**src/rtl/kypd_scanner.sv**
```systemverilog
// 4x4 matrix keypad scanner: one active-low column at a time, priority-resolved and debounced key code.
// Optional build macro KYPD_HOLD_LAST_EN: keep the last committed code on key_value_o after a release.
module kypd_scanner #(
  parameter int SCAN_DIV       = 100000,
  parameter int DEBOUNCE_SCANS = 4
) (
  input  logic       clk_i,
  input  logic       rst_i,
  input  logic [3:0] row_i,
  output logic [3:0] col_o,
  output logic [3:0] key_value_o,
  output logic       key_valid_o,
  output logic       key_press_o,
  output logic       key_release_o
);

  localparam int             CW         = $clog2(SCAN_DIV);
  localparam int             SW         = $clog2(DEBOUNCE_SCANS + 1);
  localparam logic [CW-1:0]  DWELL_LAST = CW'(SCAN_DIV - 1);
  localparam logic [CW-1:0]  CNT_ONE    = CW'(1);
  localparam logic [SW-1:0]  STABLE_MAX = SW'(DEBOUNCE_SCANS);
  localparam logic [SW-1:0]  STABLE_ONE = SW'(1);
  // Candidates are {key_present, code}; all-zero means no key.
  localparam logic [4:0]     CAND_NONE  = 5'b0_0000;

  function automatic logic [3:0] key_code(input logic [1:0] col, input logic [1:0] row);
    case ({col, row})
      4'h0: key_code = 4'h1;
      4'h1: key_code = 4'h4;
      4'h2: key_code = 4'h7;
      4'h3: key_code = 4'h0;
      4'h4: key_code = 4'h2;
      4'h5: key_code = 4'h5;
      4'h6: key_code = 4'h8;
      4'h7: key_code = 4'hF;
      4'h8: key_code = 4'h3;
      4'h9: key_code = 4'h6;
      4'hA: key_code = 4'h9;
      4'hB: key_code = 4'hE;
      4'hC: key_code = 4'hA;
      4'hD: key_code = 4'hB;
      4'hE: key_code = 4'hC;
      4'hF: key_code = 4'hD;
      default: key_code = 4'h0;
    endcase
  endfunction

  // Returns {hit, row} for the lowest pressed row.
  function automatic logic [2:0] first_row(input logic [3:0] pressed);
    if (pressed[0])      first_row = 3'b1_00;
    else if (pressed[1]) first_row = 3'b1_01;
    else if (pressed[2]) first_row = 3'b1_10;
    else if (pressed[3]) first_row = 3'b1_11;
    else                 first_row = 3'b0_00;
  endfunction

  logic [3:0]    row_meta_r, row_sync_r;
  logic [CW-1:0] dwell_cnt_r;
  logic [1:0]    col_idx_r;
  logic          scan_hit_r;
  logic [3:0]    scan_code_r;
  logic [4:0]    prev_cand_r, committed_r;
  logic [SW-1:0] stable_cnt_r;

  logic          sample_s, scan_end_s, found_s, commit_s;
  logic [2:0]    row_pick_s;
  logic [3:0]    found_code_s;
  logic [1:0]    col_next_s;
  logic [4:0]    cand_s;
  logic [SW-1:0] stable_next_s;

  assign sample_s   = (dwell_cnt_r == DWELL_LAST);
  assign scan_end_s = sample_s && (col_idx_r == 2'd3);
  assign col_next_s = col_idx_r + 2'd1;
  assign row_pick_s = first_row(~row_sync_r);

  // Running scan result including the column currently being sampled; column 0 starts a fresh scan.
  always_comb begin
    found_s       = 1'b0;
    found_code_s  = 4'h0;
    cand_s        = CAND_NONE;
    stable_next_s = STABLE_ONE;
    if ((col_idx_r != 2'd0) && scan_hit_r) begin
      found_s      = 1'b1;
      found_code_s = scan_code_r;
    end else if (row_pick_s[2]) begin
      found_s      = 1'b1;
      found_code_s = key_code(col_idx_r, row_pick_s[1:0]);
    end else begin
      found_s      = 1'b0;
      found_code_s = 4'h0;
    end
    if (found_s) cand_s = {1'b1, found_code_s};
    else         cand_s = CAND_NONE;
    if (cand_s != prev_cand_r)           stable_next_s = STABLE_ONE;
    else if (stable_cnt_r == STABLE_MAX) stable_next_s = STABLE_MAX;
    else                                 stable_next_s = stable_cnt_r + STABLE_ONE;
  end

  assign commit_s = scan_end_s && (stable_next_s == STABLE_MAX) && (cand_s != committed_r);

  // Two-flop synchronizer for the asynchronous row lines.
  always_ff @(posedge clk_i or posedge rst_i) begin
    if (rst_i) begin
      row_meta_r <= 4'hF;
      row_sync_r <= 4'hF;
    end else begin
      row_meta_r <= row_i;
      row_sync_r <= row_meta_r;
    end
  end

  // Column dwell timer, column drive and per-scan first-hit capture.
  always_ff @(posedge clk_i or posedge rst_i) begin
    if (rst_i) begin
      dwell_cnt_r <= '0;
      col_idx_r   <= 2'd0;
      col_o       <= 4'b1110;
      scan_hit_r  <= 1'b0;
      scan_code_r <= 4'h0;
    end else if (sample_s) begin
      dwell_cnt_r <= '0;
      col_idx_r   <= col_next_s;
      col_o       <= 4'b1111 ^ (4'b0001 << col_next_s);
      scan_hit_r  <= found_s;
      scan_code_r <= found_code_s;
    end else begin
      dwell_cnt_r <= dwell_cnt_r + CNT_ONE;
    end
  end

  // Scan-to-scan stability tracking.
  always_ff @(posedge clk_i or posedge rst_i) begin
    if (rst_i) begin
      prev_cand_r  <= CAND_NONE;
      stable_cnt_r <= '0;
    end else if (scan_end_s) begin
      prev_cand_r  <= cand_s;
      stable_cnt_r <= stable_next_s;
    end
  end

  // Commit of a debounced press, release or direct key change.
  always_ff @(posedge clk_i or posedge rst_i) begin
    if (rst_i) begin
      committed_r   <= CAND_NONE;
      key_value_o   <= 4'h0;
      key_valid_o   <= 1'b0;
      key_press_o   <= 1'b0;
      key_release_o <= 1'b0;
    end else begin
      key_press_o   <= 1'b0;
      key_release_o <= 1'b0;
      if (commit_s) begin
        committed_r <= cand_s;
        if (cand_s[4]) begin
          key_value_o   <= cand_s[3:0];
          key_valid_o   <= 1'b1;
          key_press_o   <= 1'b1;
          key_release_o <= committed_r[4];
        end else begin
          key_valid_o   <= 1'b0;
          key_release_o <= 1'b1;
`ifdef KYPD_HOLD_LAST_EN
          key_value_o   <= key_value_o;
`else
          key_value_o   <= 4'h0;
`endif
        end
      end
    end
  end

endmodule
```
**config.mk**
```make
export PLATFORM = sky130hd
export DESIGN_NAME = kypd_scanner
export DESIGN_NICKNAME = d
export VERILOG_FILES = /design/src/rtl/kypd_scanner.sv
export SDC_FILE = /design/constraint.sdc
export NUM_CORES = 1
export LEC_CHECK = 0
export CAP_MARGIN = 25
export CORE_MARGIN = 5
export CORE_UTILIZATION = 32
export DETAILED_ROUTE_END_ITERATION = 10
export PLACE_DENSITY = 0.57
export SLEW_MARGIN = 20
export SYNTH_ARGS = -nofsm -noshare
export SYNTH_HDL_FRONTEND = slang
export SYNTH_SLANG_ARGS = --single-unit
```
**constraint.sdc**
```tcl
create_clock -name clk_i -period 3.74 [get_ports clk_i]
set_input_delay 0.561 -clock clk_i [delete_from_list [all_inputs] [get_ports clk_i]]
set_output_delay 0.561 -clock clk_i [all_outputs]
set_load 0.005 [all_outputs]
```
# Word-level counts from Yosys, hierarchy flattened
# Memories as Yosys holds them, arrays and structs flattened.
# Index checks and enable logic that the tools add are counted.
# word_totals
ff_bits	56
latchBits	0
ram_bits	0
mem_bits_ro	64
in_bits	6
output_inout_bits	11
wordCells	49
memories	1
# mem_list
memory	depth	width	rd	rd_ports_with_merged_regs	write_ports	line_no	source
(name not given)	16	4	1	0	0	27	case ({col, row})
# classes
add_sub_neg	3
mul	0
div	0
order_cmp	0
n_eq_ne	6
shift	1
n_mux	17
bitwise	2
n_reduce_logical	5
# ops
operator	n
2-to-1 mux 3 bit	6
adder 17 x 1 -> 17 bit, second input constant	1
== test 17 bit, second input constant	1
2-to-1 mux 17 bit	1
2-to-1 mux 4 bit	3
inequality test 5 bit	2
inverter 4 bit	2
== test 3 bit, second input constant	2
2-to-1 mux 1 bit	6
2-to-1 mux 5 bit	1
logical AND 1 bit	4
<< shifter 1 x 2 -> 4 bit, first input constant	1
adder 3 x 1 -> 3 bit, second input constant	1
adder 2 x 1 -> 2 bit, second input constant	1
== test 2 bit, second input constant	1
nonzero test 2 bit	1

# Depth between registers and ports, before layout
# Gate-level depths: netlist (run 1).
# An unclocked memory read counts as a cell.
# logic_depth
depth_word	15
ltp_mapped	11
mapped_depth_nobuf	11

# Least setup slack after synthesis (run 1)
# OpenSTA, ideal clock, no wires.
# synth_path
path_type	reg-to-reg
from	reg col_idx_r[0]
to	reg key_value_o[1]
setup_ps	128
arrival_time_ps	2744
required_ps	3612
path_slack_ps	869
path_stages_with_launch	11
path_buffers	1
period_less_slack_ps	2871
path_cell_list	dfrtp_1 -> buf_2 -> inv_1 -> ha_1 -> and2b_1 -> o41ai_2 -> xnor2_1 -> nand2_1 -> or4_1 -> nand3_2 -> mux2_1
# synth_between
elab_chain_cells	9
elab_cells_between_ends	16
cone_classes	eq/ne: 4; mux: 6; reduce/logical: 5; memory: 1
# synth_lines
item	line_no	source
from (decl)	59	logic [1:0] col_idx_r;
from (signal assigned)	123	col_idx_r <= col_next_s;
memory (16 x 4 bit) / nonzero test 2 bit (equally long branches)	--	
2-to-1 mux 4 bit / logical AND 1 bit (equally long branches)	86, 83	
2-to-1 mux 4 bit / 2-to-1 mux 1 bit (equally long branches)	83	if ((col_idx_r != 2'd0) && scan_hit_r) begin
2-to-1 mux 5 bit	93	if (found_s) cand_s = {1'b1, found_code_s};
inequality test 5 bit	95	if (cand_s != prev_cand_r) stable_next_s = STABLE_ONE;
2-to-1 mux 3 bit	95	
== test 3 bit	100	assign commit_s = scan_end_s && (stable_next_s == STABLE_MAX) && (cand_s != committed_r);
logical AND 1 bit (2 in a row)	100	
to (signal assigned)	157	key_value_o <= cand_s[3:0];
to (decl)	11	output logic [3:0] key_value_o,
# Parallel ways exist; a longest one is shown, timed or not.
# A chain may end at the register's enable or synchronous reset.

# Final worst setup path (run 1)
# layout_path
from	reg col_idx_r[1]
to	reg key_value_o[1]
# Same word-level chain as after synthesis.

==> results.ini, run 1 <==
[grt]
grt_antenna_before_repair = 0
grt_max_degree = 30
overflow = 0
grt_pass1_wl_microns = 8420
grt_pass1_vias = 1815
grtUsageTotal = 0.103

[worst_setup_path]
r2r_end = key_value_o[1]$_DFFE_PP0P_
cp_max_fo = 12
path_cells = inv_1, ha_1, and2b_1, o41ai_2, xnor2_1, nand2_1, or4_1, nand3_2, mux2_1
endpoint_kind = flop
r2r_setup_slack_ns = 0.46
cp_data_required_time_ns = 3.92
worst-setup-path-type = flop to flop
rr_worst_depth = 9
crit_path_start_kind = flop
critPathMaxStageDelay_ns = 0.66
worstPathArrival_ns = 3.46
r2r_start = col_idx_r[1]$_DFFE_PP0N_
slowest_stage = o41ai_2

[power]
p_int_uw = 705
power_frac_comb = 0.049
p_seq_frac = 0.618
p_sw_frac = 0.228
power_switching_uw = 208
p_leak_uw = 0.00126
cellPowerDensity_nw_per_um2 = 306
clkPwrFrac = 0.333
peakVddDrop_v = 0.000142
p_total_uw = 913

[logic_synthesis]
yosys_warnings = 0
synth_area_per_cell_sq_um = 10.6
synth_compound_area_frac = 0.109
synth_ff_type = dfrtp_1
synth_top_family_by_area = simple AND/OR/NAND/NOR gates
yosysUniqueCellTypes = 48
synth_edf_count = 0
netlist_area_sq_um = 2620
yosysSeqAreaShare = 0.493
synth-xor-area-share = 0.0635
async_reset_ff_frac = 1.00
synth-simple-area-share = 0.194
syn_nets = 265
syn-instance-count = 248
synth-seq-cells = 51
synthMuxAreaShare = 0.0545
synthAdderAreaFrac = 0.0526

[clocking]
root_buffer = clkbuf_8
htree_levels = 2
cts_buffers = 5
path_clk_slew_ns = 0.09
cts_buffer_depth = 2
cts_resized = 0
cts_tree = built
clkLatencyLatePin_ns = 0.30
cts_sinks = 51
hold_buffers = 0
postCtsSetupBuffers = 0

[timing]
worst_hold_slack_ns = 0.360
hold_viol_final = 0
timing.final.crit_share = 0.877
fin_crit_ns = 3.28
worst_pin_slew_ns = 0.682
max_clock_freq_mhz = 305
fin_tns_setup_ns = 0
rsz0062_at_grt = false
max-slew-margin-rel = 0.539
finalSetupViolations = 0
slew_violations = 0
skew_ns = 0.00990

[place]
placed_area_sq_um = 2900
hpwl_microns = 3490
place.gp.congestion = 0.802
port_buffers = 16

[floorplanning]
start_util = 0.324
fp.dieW_microns = 100
dieArea_sq_um = 10100
chipHeight_microns = 100
num_rows = 33
pin_count = 17
core_area_sq_um = 8090

[drt]
viasPerCell = 4.75
firstDrtPassIters = 4
wl_per_cell_microns = 12.8
num_vias = 1761
drc = 0
ant_nets = 0
drt-initial-drc-count = 104
wl_microns = 4760

[layout]
final_cell_mix = 40 x dfrtp_1, 23 x nor2_1, 21 x nand2_1, 16 x clkdlybuf4s50_1, 14 x a21oi_1
areaGrowthSynthToFinish_pct = 14.1
antenna-diode-count = 0
final_common_cell = dfrtp_1
layout-drive-gt1-share = 0.143
fin_nets = 282
design_area_sq_um = 2990

[status]
status = finished, final reports clean

[worst_hold_path]
worstHoldEndpoint = row_sync_r[3]$_DFF_PP1_
hold_start = row_meta_r[3]$_DFF_PP1_
worst_hold_path_type = flop to flop
hold-path-cell-count = 0

[job]
cap_viol_max_count = 0

-- cell usage after synthesis, drive strengths merged (2+ instances only) --
cell type | n | area [sq um]
and2 | 3 | 18.8
and4 | 2 | 17.5
nor2 | 24 | 92.6
a311o | 2 | 20.0
o41ai | 2 | 32.5
nand4 | 6 | 37.5
nand3 | 8 | 45.0
nand2b | 4 | 25.0
nand3b | 4 | 30.0
a211o | 2 | 17.5
or4 | 2 | 18.8
nor2b | 2 | 12.5
mux2i | 3 | 30.0
ha | 11 | 138
inv | 13 | 48.8
o22ai | 2 | 12.5
nor3 | 3 | 15.0
nor4 | 3 | 48.8
a22oi | 2 | 15.0
buf | 4 | 22.5
a21oi | 14 | 70.1
xnor2 | 11 | 96.3
dfstp | 11 | 289
mux2 | 10 | 113
clkbuf | 5 | 18.8
and3 | 4 | 25.0
a31oi | 2 | 12.5
or3 | 3 | 18.8
dfrtp | 40 | 1000
xor2 | 8 | 70.1
o21ai | 8 | 40.0
nand2 | 21 | 78.8
-- stage by stage --
step,utilization,cells,setup slack [ns]
CTS,0.369,371,0.451
global placement,0.356,362,0.448
floorplan,-,248,0.869
detailed placement,0.359,363,0.468
global route,0.369,371,0.259
finish,0.369,371,0.460
-- how the worst max path moves through the flow --
stage,startpoint,depth (start not counted),endpoint,slack [ns]
after global placement,col_idx_r[1]$_DFFE_PP0N_,9,key_value_o[1]$_DFFE_PP0P_,0.45
after global routing,col_idx_r[1]$_DFFE_PP0N_,9,key_value_o[1]$_DFFE_PP0P_,0.26
after detailed placement,col_idx_r[1]$_DFFE_PP0N_,9,key_value_o[1]$_DFFE_PP0P_,0.47
final,col_idx_r[1]$_DFFE_PP0N_,9,key_value_o[1]$_DFFE_PP0P_,0.46
after floorplan,col_idx_r[0]$_DFFE_PP0N_,10,key_value_o[1]$_DFFE_PP0P_,0.87
after CTS,col_idx_r[1]$_DFFE_PP0N_,9,key_value_o[1]$_DFFE_PP0P_,0.45
-- per-layer routing --
layer / global-route usage / up-vias / part of all wire
met5: 0 / - / 0
met4: 0.0311 / 0 / 0.0076
met3: 0.0242 / 4 / 0.029
met2: 0.171 / 24 / 0.49
met1: 0.132 / 835 / 0.48
li1: - / 898 / -
-- power by group through the flow --
| stage | logic [uW] | registers (uW) | clock network (uW) |
|---|---|---|---|
| 2_1_floorplan | 31.7 | 571 | 0 |
| 3_3_place_gp | 43.6 | 574 | 0 |
| 3_5_place_dp | 46.3 | 575 | 0 |
| 4_1_cts | 46.2 | 564 | 322 |
| 5_1_grt | 51.0 | 565 | 345 |
| 6_report | 44.8 | 564 | 304 |
-- layout make-up --
cell class | instances | area (sq um)
clock buffer | 5 | 68.8
clock inverter | 3 | 15.0
fill | 825 | 5100
inverter | 13 | 48.8
multi-input combinational | 175 | 1240
sequential | 51 | 1290
tap | 105 | 131
timing repair buffer | 19 | 195
-- sequential cells by signal, summed over array words and instances (netlist names), 2 cells and up --
signal,count
col_idx_r,2
row_meta_r,4
row_sync_r,4
stable_cnt_r,3
dwell_cnt_r,17
key_value_o,3
prev_cand_r,5
col_o,4
scan_code_r,4
-- logic make-up (layout without fill, tap and decap cells) --
family	after synthesis	after routing
buffers and inverters	22	40
muxes	13	13
adders and majority gates	11	11
DFF	51	51
xor gates and xnor gates	19	19
and+or+nand+nor	92	92
AOI/OAI and AO/OA	40	40
-- critical path, delay by kind of cell, from the launching register on --
family / cells / cell delay, ns
adders and majority gates: 1 / 0.24
AOI/OAI and AO/OA: 1 / 0.66
buffers and inverters: 1 / 0.23
muxes: 1 / 0.32
and+or+nand+nor: 4 / 0.99
DFF: 1 / 0.53
xor gates and xnor gates: 1 / 0.18
Power figures use the tool's default switching activity.
==> inputs of run 2 (changes only) <==
--- a/config.mk
+++ b/config.mk
@@ -9,6 +9,7 @@
 export CORE_MARGIN = 5
 export CORE_UTILIZATION = 32
 export DETAILED_ROUTE_END_ITERATION = 10
+export HOLD_SLACK_MARGIN = 0.02
 export PLACE_DENSITY = 0.57
 export SLEW_MARGIN = 20
 export SYNTH_ARGS = -nofsm -noshare
==> results of run 2 <==
The final DEF is identical to that of run 1; final timing and power are the same.
